<file path="src/rtl/lat_pipe_pkg.sv">
// Shared types and helpers for the latency-matching pipe.
package lat_pipe_pkg;

  typedef enum logic {
    LP_IDLE  = 1'b0,
    LP_DRAIN = 1'b1
  } lp_state_t;

  // Width of a latency value able to hold 0..max_delay.
  function automatic int lat_w(input int max_delay);
    return $clog2(max_delay + 1);
  endfunction

endpackage

</file>
<file path="src/rtl/fixedp_if.sv">
// Clock/reset bundle shared by fixedp datapath blocks.
interface fixedp_if (
  input logic clk,
  input logic reset_l
);

  modport pipe (input clk, input reset_l);

endinterface

</file>
<file path="src/rtl/lat_match_lane.sv">
// One lane of the latency-matching pipe: valid+data shift register with a
// runtime-selected output tap.
module lat_match_lane #(
  parameter int WIDTH     = 1,
  parameter int MAX_DELAY = 32,
  parameter int LW        = 6
) (
  input  logic             clk,
  input  logic             reset_l,
  input  logic             ce,
  input  logic             flush,
  input  logic             in_valid,
  input  logic [WIDTH-1:0] in_data,
  input  logic [LW-1:0]    lat_cur,
  output logic             out_valid,
  output logic [WIDTH-1:0] out_data,
  output logic             busy
);

  logic [MAX_DELAY-1:0] valid_q;
  logic [MAX_DELAY-1:0] valid_d;
  logic [WIDTH-1:0]     data_q [MAX_DELAY];
  logic [WIDTH-1:0]     data_d [MAX_DELAY];

  // Every stage shifts, including those past the tap, so a later latency
  // increase can never pick up samples left behind by an earlier setting.
  always_comb begin
    valid_d = valid_q;
    data_d  = data_q;
    if (ce) begin
      valid_d[0] = in_valid;
      data_d[0]  = in_data;
      for (int s = 1; s < MAX_DELAY; s++) begin
        valid_d[s] = valid_q[s-1];
        data_d[s]  = data_q[s-1];
      end
    end
    if (flush) begin
      valid_d = '0;
    end
  end

  always_ff @(posedge clk) begin
    if (!reset_l) begin
      valid_q <= '0;
    end else begin
      valid_q <= valid_d;
    end
  end

  // Data is qualified by valid, so it needs no reset.
  always_ff @(posedge clk) begin
    data_q <= data_d;
  end

  always_comb begin
    out_valid = 1'b0;
    out_data  = '0;
    for (int s = 0; s < MAX_DELAY; s++) begin
      if (lat_cur == LW'(s + 1)) begin
        out_valid = valid_q[s];
        out_data  = valid_q[s] ? data_q[s] : '0;
      end
    end
  end

  assign busy = |valid_q;

endmodule

</file>
<file path="src/rtl/lat_match_pipe.sv">
// Runtime-programmable latency-matching pipe for side-band lanes that travel
// alongside a fixedp operator; holds the latency load FSM.
module lat_match_pipe
  import lat_pipe_pkg::*;
#(
  parameter int WIDTH         = 1,
  parameter int CHANNELS      = 1,
  parameter int MAX_DELAY     = 32,
  parameter int DEFAULT_DELAY = 1
) (
  fixedp_if.pipe                          g,
  input  logic                            ce,
  input  logic                            flush,
  input  logic [CHANNELS-1:0]             i_valid,
  input  logic [CHANNELS*WIDTH-1:0]       i,
  input  logic                            lat_load,
  input  logic [lat_w(MAX_DELAY)-1:0]     lat_req,
  output logic [CHANNELS-1:0]             o_valid,
  output logic [CHANNELS*WIDTH-1:0]       o,
  output logic [lat_w(MAX_DELAY)-1:0]     lat_cur,
  output logic                            lat_ack,
  output logic                            lat_err,
  output logic                            empty
);

  localparam int LW = lat_w(MAX_DELAY);

  lp_state_t       state_q, state_d;
  logic [LW-1:0]   lat_cur_q, lat_cur_d;
  logic [LW-1:0]   pend_q, pend_d;
  logic            ack_q, ack_d;
  logic            err_q, err_d;
  logic            req_legal;
  logic            in_open;
  logic [CHANNELS-1:0] lane_busy;

  assign req_legal = (lat_req != '0) && (lat_req <= LW'(MAX_DELAY));
  // While draining, new samples are refused so the pipe can actually empty.
  assign in_open   = (state_q == LP_IDLE);
  assign empty     = ~|lane_busy;

  for (genvar gi = 0; gi < CHANNELS; gi++) begin : g_lane
    lat_match_lane #(
      .WIDTH     (WIDTH),
      .MAX_DELAY (MAX_DELAY),
      .LW        (LW)
    ) u_lane (
      .clk       (g.clk),
      .reset_l   (g.reset_l),
      .ce        (ce),
      .flush     (flush),
      .in_valid  (i_valid[gi] & in_open),
      .in_data   (i[gi*WIDTH +: WIDTH]),
      .lat_cur   (lat_cur_q),
      .out_valid (o_valid[gi]),
      .out_data  (o[gi*WIDTH +: WIDTH]),
      .busy      (lane_busy[gi])
    );
  end

  always_comb begin
    state_d   = state_q;
    lat_cur_d = lat_cur_q;
    pend_d    = pend_q;
    ack_d     = 1'b0;
    err_d     = 1'b0;
    case (state_q)
      LP_IDLE: begin
        if (lat_load) begin
          if (!req_legal) begin
            err_d = 1'b1;
          end else if (!flush && empty && (i_valid == '0)) begin
            lat_cur_d = lat_req;
            ack_d     = 1'b1;
          end else begin
            // A concurrent flush is taken first; the load lands next cycle.
            pend_d  = lat_req;
            state_d = LP_DRAIN;
          end
        end
      end
      LP_DRAIN: begin
        if (lat_load) begin
          err_d = 1'b1;
        end
        if (empty || flush) begin
          lat_cur_d = pend_q;
          ack_d     = 1'b1;
          state_d   = LP_IDLE;
        end
      end
      default: begin
        state_d = LP_IDLE;
      end
    endcase
  end

  always_ff @(posedge g.clk) begin
    if (!g.reset_l) begin
      state_q   <= LP_IDLE;
      lat_cur_q <= LW'(DEFAULT_DELAY);
      pend_q    <= LW'(DEFAULT_DELAY);
      ack_q     <= 1'b0;
      err_q     <= 1'b0;
    end else begin
      state_q   <= state_d;
      lat_cur_q <= lat_cur_d;
      pend_q    <= pend_d;
      ack_q     <= ack_d;
      err_q     <= err_d;
    end
  end

  assign lat_cur = lat_cur_q;
  assign lat_ack = ack_q;
  assign lat_err = err_q;

endmodule

</file>
<file path="src/flat_wrapper.sv">
// flat-port wrapper written by rule: the top's interface ports become plain ports
module lat_match_pipe_flat import lat_pipe_pkg::*;
#(
  parameter int WIDTH         = 1,
  parameter int CHANNELS      = 1,
  parameter int MAX_DELAY     = 32,
  parameter int DEFAULT_DELAY = 1
)
  (ce, flush, i_valid, i, lat_load, lat_req, o_valid, o, lat_cur, lat_ack, lat_err, empty, clk, reset_l);
  fixedp_if g_i (.clk(clk), .reset_l(reset_l));
  input  logic ce;
  input  logic flush;
  input  logic [CHANNELS-1:0] i_valid;
  input  logic [CHANNELS*WIDTH-1:0] i;
  input  logic lat_load;
  input  logic [lat_w(MAX_DELAY)-1:0] lat_req;
  output logic [CHANNELS-1:0] o_valid;
  output logic [CHANNELS*WIDTH-1:0] o;
  output logic [lat_w(MAX_DELAY)-1:0] lat_cur;
  output logic lat_ack;
  output logic lat_err;
  output logic empty;
  input wire logic clk;
  input wire logic reset_l;
  lat_match_pipe #(.WIDTH(WIDTH), .CHANNELS(CHANNELS), .MAX_DELAY(MAX_DELAY), .DEFAULT_DELAY(DEFAULT_DELAY)) u_core (.g(g_i), .ce(ce), .flush(flush), .i_valid(i_valid), .i(i), .lat_load(lat_load), .lat_req(lat_req), .o_valid(o_valid), .o(o), .lat_cur(lat_cur), .lat_ack(lat_ack), .lat_err(lat_err), .empty(empty));
endmodule
</file>
<file path="config.mk">
export PLATFORM = sky130hd
export DESIGN_NAME = lat_match_pipe_flat
export DESIGN_NICKNAME = d
export VERILOG_FILES = /design/src/rtl/lat_pipe_pkg.sv /design/src/rtl/fixedp_if.sv /design/src/rtl/lat_match_lane.sv /design/src/rtl/lat_match_pipe.sv /design/src/flat_wrapper.sv
export SDC_FILE = /design/constraint.sdc
export NUM_CORES = 1
export LEC_CHECK = 0
export CAP_MARGIN = 30
export CORE_MARGIN = 3
export CORE_UTILIZATION = 30
export DETAILED_ROUTE_END_ITERATION = 12
export PLACE_DENSITY = 0.57
export SETUP_SLACK_MARGIN = 0.05
export SKIP_CTS_REPAIR_TIMING = 1
export SYNTH_ARGS = -nofsm -noshare
export SYNTH_HDL_FRONTEND = slang
export SYNTH_SLANG_ARGS = --single-unit
</file>
<file path="constraint.sdc">
create_clock -name clk -period 4.1 [get_ports clk]
set_clock_uncertainty 0.1 [all_clocks]
set_input_delay 0.82 -clock clk [delete_from_list [all_inputs] [get_ports clk]]
set_output_delay 0.82 -clock clk [all_outputs]
set_load 0.005 [all_outputs]
</file>
---- After elaboration in Yosys (flattened, before gate mapping) ----
Cells that the tools add are included.
operators by class
  magnitude comparators ................... 1
  equal/unequal tests ..................... 36
  multiplexer cells ....................... 115
  bitwise gates (word level) .............. 5
  reduce and logical (&&, ||, !) cells .... 11
operator list
  kind                  number
  $mux W1               107
  $eq A6 B5 Y1 const B  16
  $eq A6 B4 Y1 const B  8
  $reduce_or A32 Y1     1
  $eq A6 B3 Y1 const B  4
  $mux W6               4
  $eq A6 B2 Y1 const B  2
  $pmux W6 S2           1
  $reduce_and A4 Y1     2
  $eq A6 B1 Y1 const B  1
  $eq A6 B6 Y1 const B  1
  $le A6 B6 Y1 const B  1
  $ne A2 B2 Y1 const B  3
  $pmux W1 S2           3
  $reduce_bool A6 Y1    1
  $not A1 Y1            4
  $logic_and A1 B1 Y1   3
  $logic_not A1 Y1      2
  $ne A2 B1 Y1 const B  1
  $reduce_or A2 Y1      1
  $and A1 B1 Y1         1
  $logic_or A1 B1 Y1    1
word-level totals
  flip-flop bits (word level) ............. 79
  input port bits ......................... 13
  output and inout bits ................... 11
  word-level logic and storage cells ...... 206

---- Logic depth before layout (Yosys ltp) ----
  depth in word-level cells ............... 33
  mapped depth ............................ 7
  mapped depth without buffers ............ 5

---- Cells and area by module ----
Synthesis repeated with hierarchy kept, for this count alone.
second synthesis, totals
  cells, all modules ...................... 349
  area, all modules ....................... 3777.4 µm²
modules (own cells, without submodules)
  module          times used  cells each  area each (µm²)  seq. area each (µm²)
  lat_match_lane  1           274         3007.9           1601.5
  lat_match_pipe  1           75          769.5            300.3

---- Worst setup path after synthesis ----
Ideal clock, no wire load.
  path kind ............................... register to output
  start point ............................. reg u_core.lat_cur_q[3], in the netlist u_core.lat_cur[3]
  end point ............................... out o
  arrival ................................. 1.798 ns
  data required time ...................... 3.180 ns
  setup slack ............................. 1.382 ns
  cell stages (with the launch flop) ...... 7
  buffers on the path ..................... 2
  path through ............................ dfxtp_1 -> clkbuf_1 -> clkbuf_1 -> o211ai_1 -> o2111ai_1 -> o311ai_0 -> or4_1
between the ends
  word-level cells in the longest chain between the ends .. 33
  elaborated cells on any way between the ends .. 64
  those cells by class .................... eq/ne: 32; mux: 32
RTL lines
  element                   line                   RTL
  start: declaration        lat_match_pipe.sv:29   logic [LW-1:0] lat_cur_q, lat_cur_d;
  start signal: assignment  lat_match_pipe.sv:101  lat_cur_q <= LW'(DEFAULT_DELAY);
  start signal: assignment  lat_match_pipe.sv:107  lat_cur_q <= lat_cur_d;
  $eq A6 B1 Y1              lat_match_lane.sv:60   if (lat_cur == LW'(s + 1)) begin
  $mux W1 (31 in a row)     lat_match_lane.sv:60
  $mux W1 (*)               lat_match_lane.sv:60
  end: declaration          flat_wrapper.sv:18     output logic [CHANNELS*WIDTH-1:0] o;
Mark *: on every way between the ends. The rest lies on a longest branch, timed or not.

---- Worst setup path in the final report ----
  start point ............................. reg u_core.lat_cur_q[0], in the netlist u_core.lat_cur[0]
  end point ............................... out o_valid
between the ends
  word-level cells in the longest chain between the ends .. 33
  elaborated cells on any way between the ends .. 64
  those cells by class .................... eq/ne: 32; mux: 32
RTL lines
  element                line                  RTL
  $eq A6 B1 Y1           lat_match_lane.sv:60
  $mux W1 (31 in a row)  lat_match_lane.sv:60
  $mux W1 (*)            lat_match_lane.sv:60
  end: declaration       flat_wrapper.sv:17    output logic [CHANNELS-1:0] o_valid;
Marks and branches as above.

==> impl_metrics.py <==
metrics = {
    "drt": {
        "antenna_left": 0,
        "vias": 2645,
        "drt-initial-drc-count": 151,
        "drc": 0,
        "routed_via_density": 5.33,
        "dr.pass1.iters": 5,
        "drt-wirelength-per-cell_microns": 16.8,
        "routed_wirelength_mm": 8.32,
    },
    "timing": {
        "fmax_ghz": 0.267,
        "finalHoldViolations": 0,
        "final-setup-viol-count": 0,
        "max_slew_margin_pct": 38.2,
        "finalMaxSlewViolations": 0,
        "finalCriticalPeriod_ns": 3.74,
        "worst-slew-pin-transition_ns": 0.927,
        "fin_setup_tns_ns": 0,
        "fin_ws_ns": 0.361,
        "min_period_over_period_pct": 91.2,
        "rsz0062_at_grt": "false",
    },
    "place": {
        "gp_congestion": 0.787,
        "place_ws_ns": 0.720,
        "post-dp-hpwl_mm": 5.71,
        "port-buffer-count": 23,
    },
    "layout": {
        "drive_gt1_share_pct": 9.07,
        "n_antenna_cell": 0,
        "multi_input_area_sq_mm": 0.00155,
        "final_nets": 361,
        "synthToLayoutAreaGrowth_pct": 18.7,
        "regArea_sq_mm": 0.00190,
        "nFillCells": 1149,
    },
    "synth": {
        "synthArstFlopShare_pct": 0,
        "syn_avg_cell_area_sq_um": 10.8,
        "synth.distinct_cells": 51,
        "synthTopCellsByCount": "dfxtp_1, mux2i_1, nor2_1, edfxtp_1, nand2_1",
        "synth.cell_area_sq_mm": 0.00356,
        "synth_top_area_cell": "edfxtp_1",
        "ys_seq_area_share_pct": 53.5,
        "synth_top_area_share_pct": 27.0,
        "synth_nets": 342,
        "synth_edf_count": 32,
        "syn_inst": 329,
        "yosys-top-cells-area": "edfxtp_1, dfxtp_1, mux2i_1",
        "ys_warn_count": 0,
        "ys_seq_elements": 79,
        "synth_flop_cell": "dfxtp_1",
    },
    "floorplan": {
        "die_h_microns": 115,
        "start_util_pct": 30.9,
        "design.core.area_sq_mm": 0.0115,
        "dieArea_sq_mm": 0.0132,
        "num_rows": 39,
        "die-width_microns": 115,
        "ios": 24,
    },
    "global_route": {
        "grt_usage_pct": 12.8,
        "overflow": 0,
        "antenna_found_initial": 0,
        "grt_max_degree": 66,
        "grt_pass1_wl_mm": 13.4,
        "grt_pass1_vias": 2469,
    },
    "clock_tree": {
        "clock_path_buffers": 2,
        "cts-root-buf": "clkbuf_16",
        "cts_tree": "done",
        "htreeDepth": 3,
        "cts_buffers": 9,
        "clk_pin_slew_ns": 0.06,
        "cts_sinks": 79,
        "clock_latency_ns": 0.33,
    },
    "worst_setup_path": {
        "endpoint_kind": "primary output",
        "path_buf_inv": 2,
        "slowest_delay_ns": 0.51,
        "crit_path_cell_trace": "buf_4 -> nor2b_1 -> a22oi_1 -> mux4_2 -> nor3_1 -> or4_1 -> clkdlybuf4s50_1",
        "slowest_stage": "mux4_2",
        "critPathLaunchType": "register",
        "arrival_ns": 2.82,
        "crit_type": "reg -> out",
        "required_ns": 3.18,
        "critical_path.max_fanout": 15,
        "cp_top_family": "buffers and inverters",
    },
    "pwr": {
        "powerDensity_mw_per_mm2": 422,
        "ir_drop_uv": 219,
        "p_leak_nw": 1.49,
    },
    "worst_hold_path": {
        "hp-class": "reg -> reg",
    },
    "run": {
        "cap_violations": 0,
    },
    "run_status": {
        "outcome": "complete, no violations",
    },
}
## placed cells by master (no fill, tap or decap), types with 4 or more instances in the layout
cell type,count
a21oi_1,9
a22oi_1,4
a311oi_1,6
and3_1,6
buf_4,7
clkbuf_16,10
clkdlybuf4s50_1,22
dfxtp_1,47
edfxtp_1,32
mux2i_1,47
nand2_1,25
nand2b_1,4
nand3_1,9
nor2_1,41
nor3_1,7
nor4_1,9
o211ai_1,6
o21ai_0,7
## per-stage QoR
step | cells | utilization, % | power [mW] | cell area, sq um | hold WS [ns]
floorplan | 329 | - | 0.955 | 3560 | 0.318
global placement | 480 | 34.0 | 1.02 | 3920 | 0.333
detailed placement | 480 | 34.0 | 1.02 | 3920 | 0.338
CTS | 496 | 36.7 | 1.80 | 4220 | 0.352
global route | 496 | 36.7 | 1.85 | 4220 | 0.358
finish | 496 | 36.7 | 1.78 | 4220 | 0.353
## cell type report
cell class,instances,share of cell area [%]
sequential,79,45.1
multi-input combinational,225,36.7
clock buffer,12,6.58
timing repair buffer,29,6.46
tap,143,4.24
clock inverter,4,0.593
inverter,4,0.356
## power by group
part           internal, mW  switching (mW)  total [mW]
Clock                 0.479           0.304       0.783
Sequential            0.848          0.0265       0.874
Combinational        0.0576          0.0683       0.126
## worst paths after layout
path / start / end / slack, ns / cells past startpoint
worst max-delay path: u_core.lat_cur[0] / o_valid / 0.36 / 7
worst min-delay path: u_core.g_lane[0].u_lane.data_q[3] / u_core.g_lane[0].u_lane.data_q[2] / 0.35 / 0
worst max register to register: u_core.g_lane[0].u_lane.valid_q[14] / u_core.lat_cur[1] / 1.72 / 5
worst min register to register: u_core.g_lane[0].u_lane.data_q[3] / u_core.g_lane[0].u_lane.data_q[2] / 0.35 / 0
## state kept, by name, summed over array words and instances (netlist names)
register,cells
u_core.g_lane.u_lane.data_q,32
u_core.g_lane.u_lane.valid_q,32
u_core.lat_cur,6
u_core.pend_q,6
u_core.lat_ack,1
u_core.lat_err,1
u_core.state_q,1
## metal layers
metal	up-vias	GRT usage (%)	share of wire, %
li1	1279	-	-
met5	-	0	0
met4	0	4.77	0.91
met3	6	3.00	4.2
met2	52	18.4	44
met1	1308	18.7	51
## logic make-up after synthesis
| kind of cell | share of synthesized area [%] |
|---|---|
| AND/OR/NAND/NOR | 17.1 |
| flip-flops | 53.5 |
| AO/OA/AOI/OAI | 11.3 |
| multiplexers | 15.1 |
| buffers and inverters | 2.92 |
Note: power is estimated with default switching activity, not from simulation.
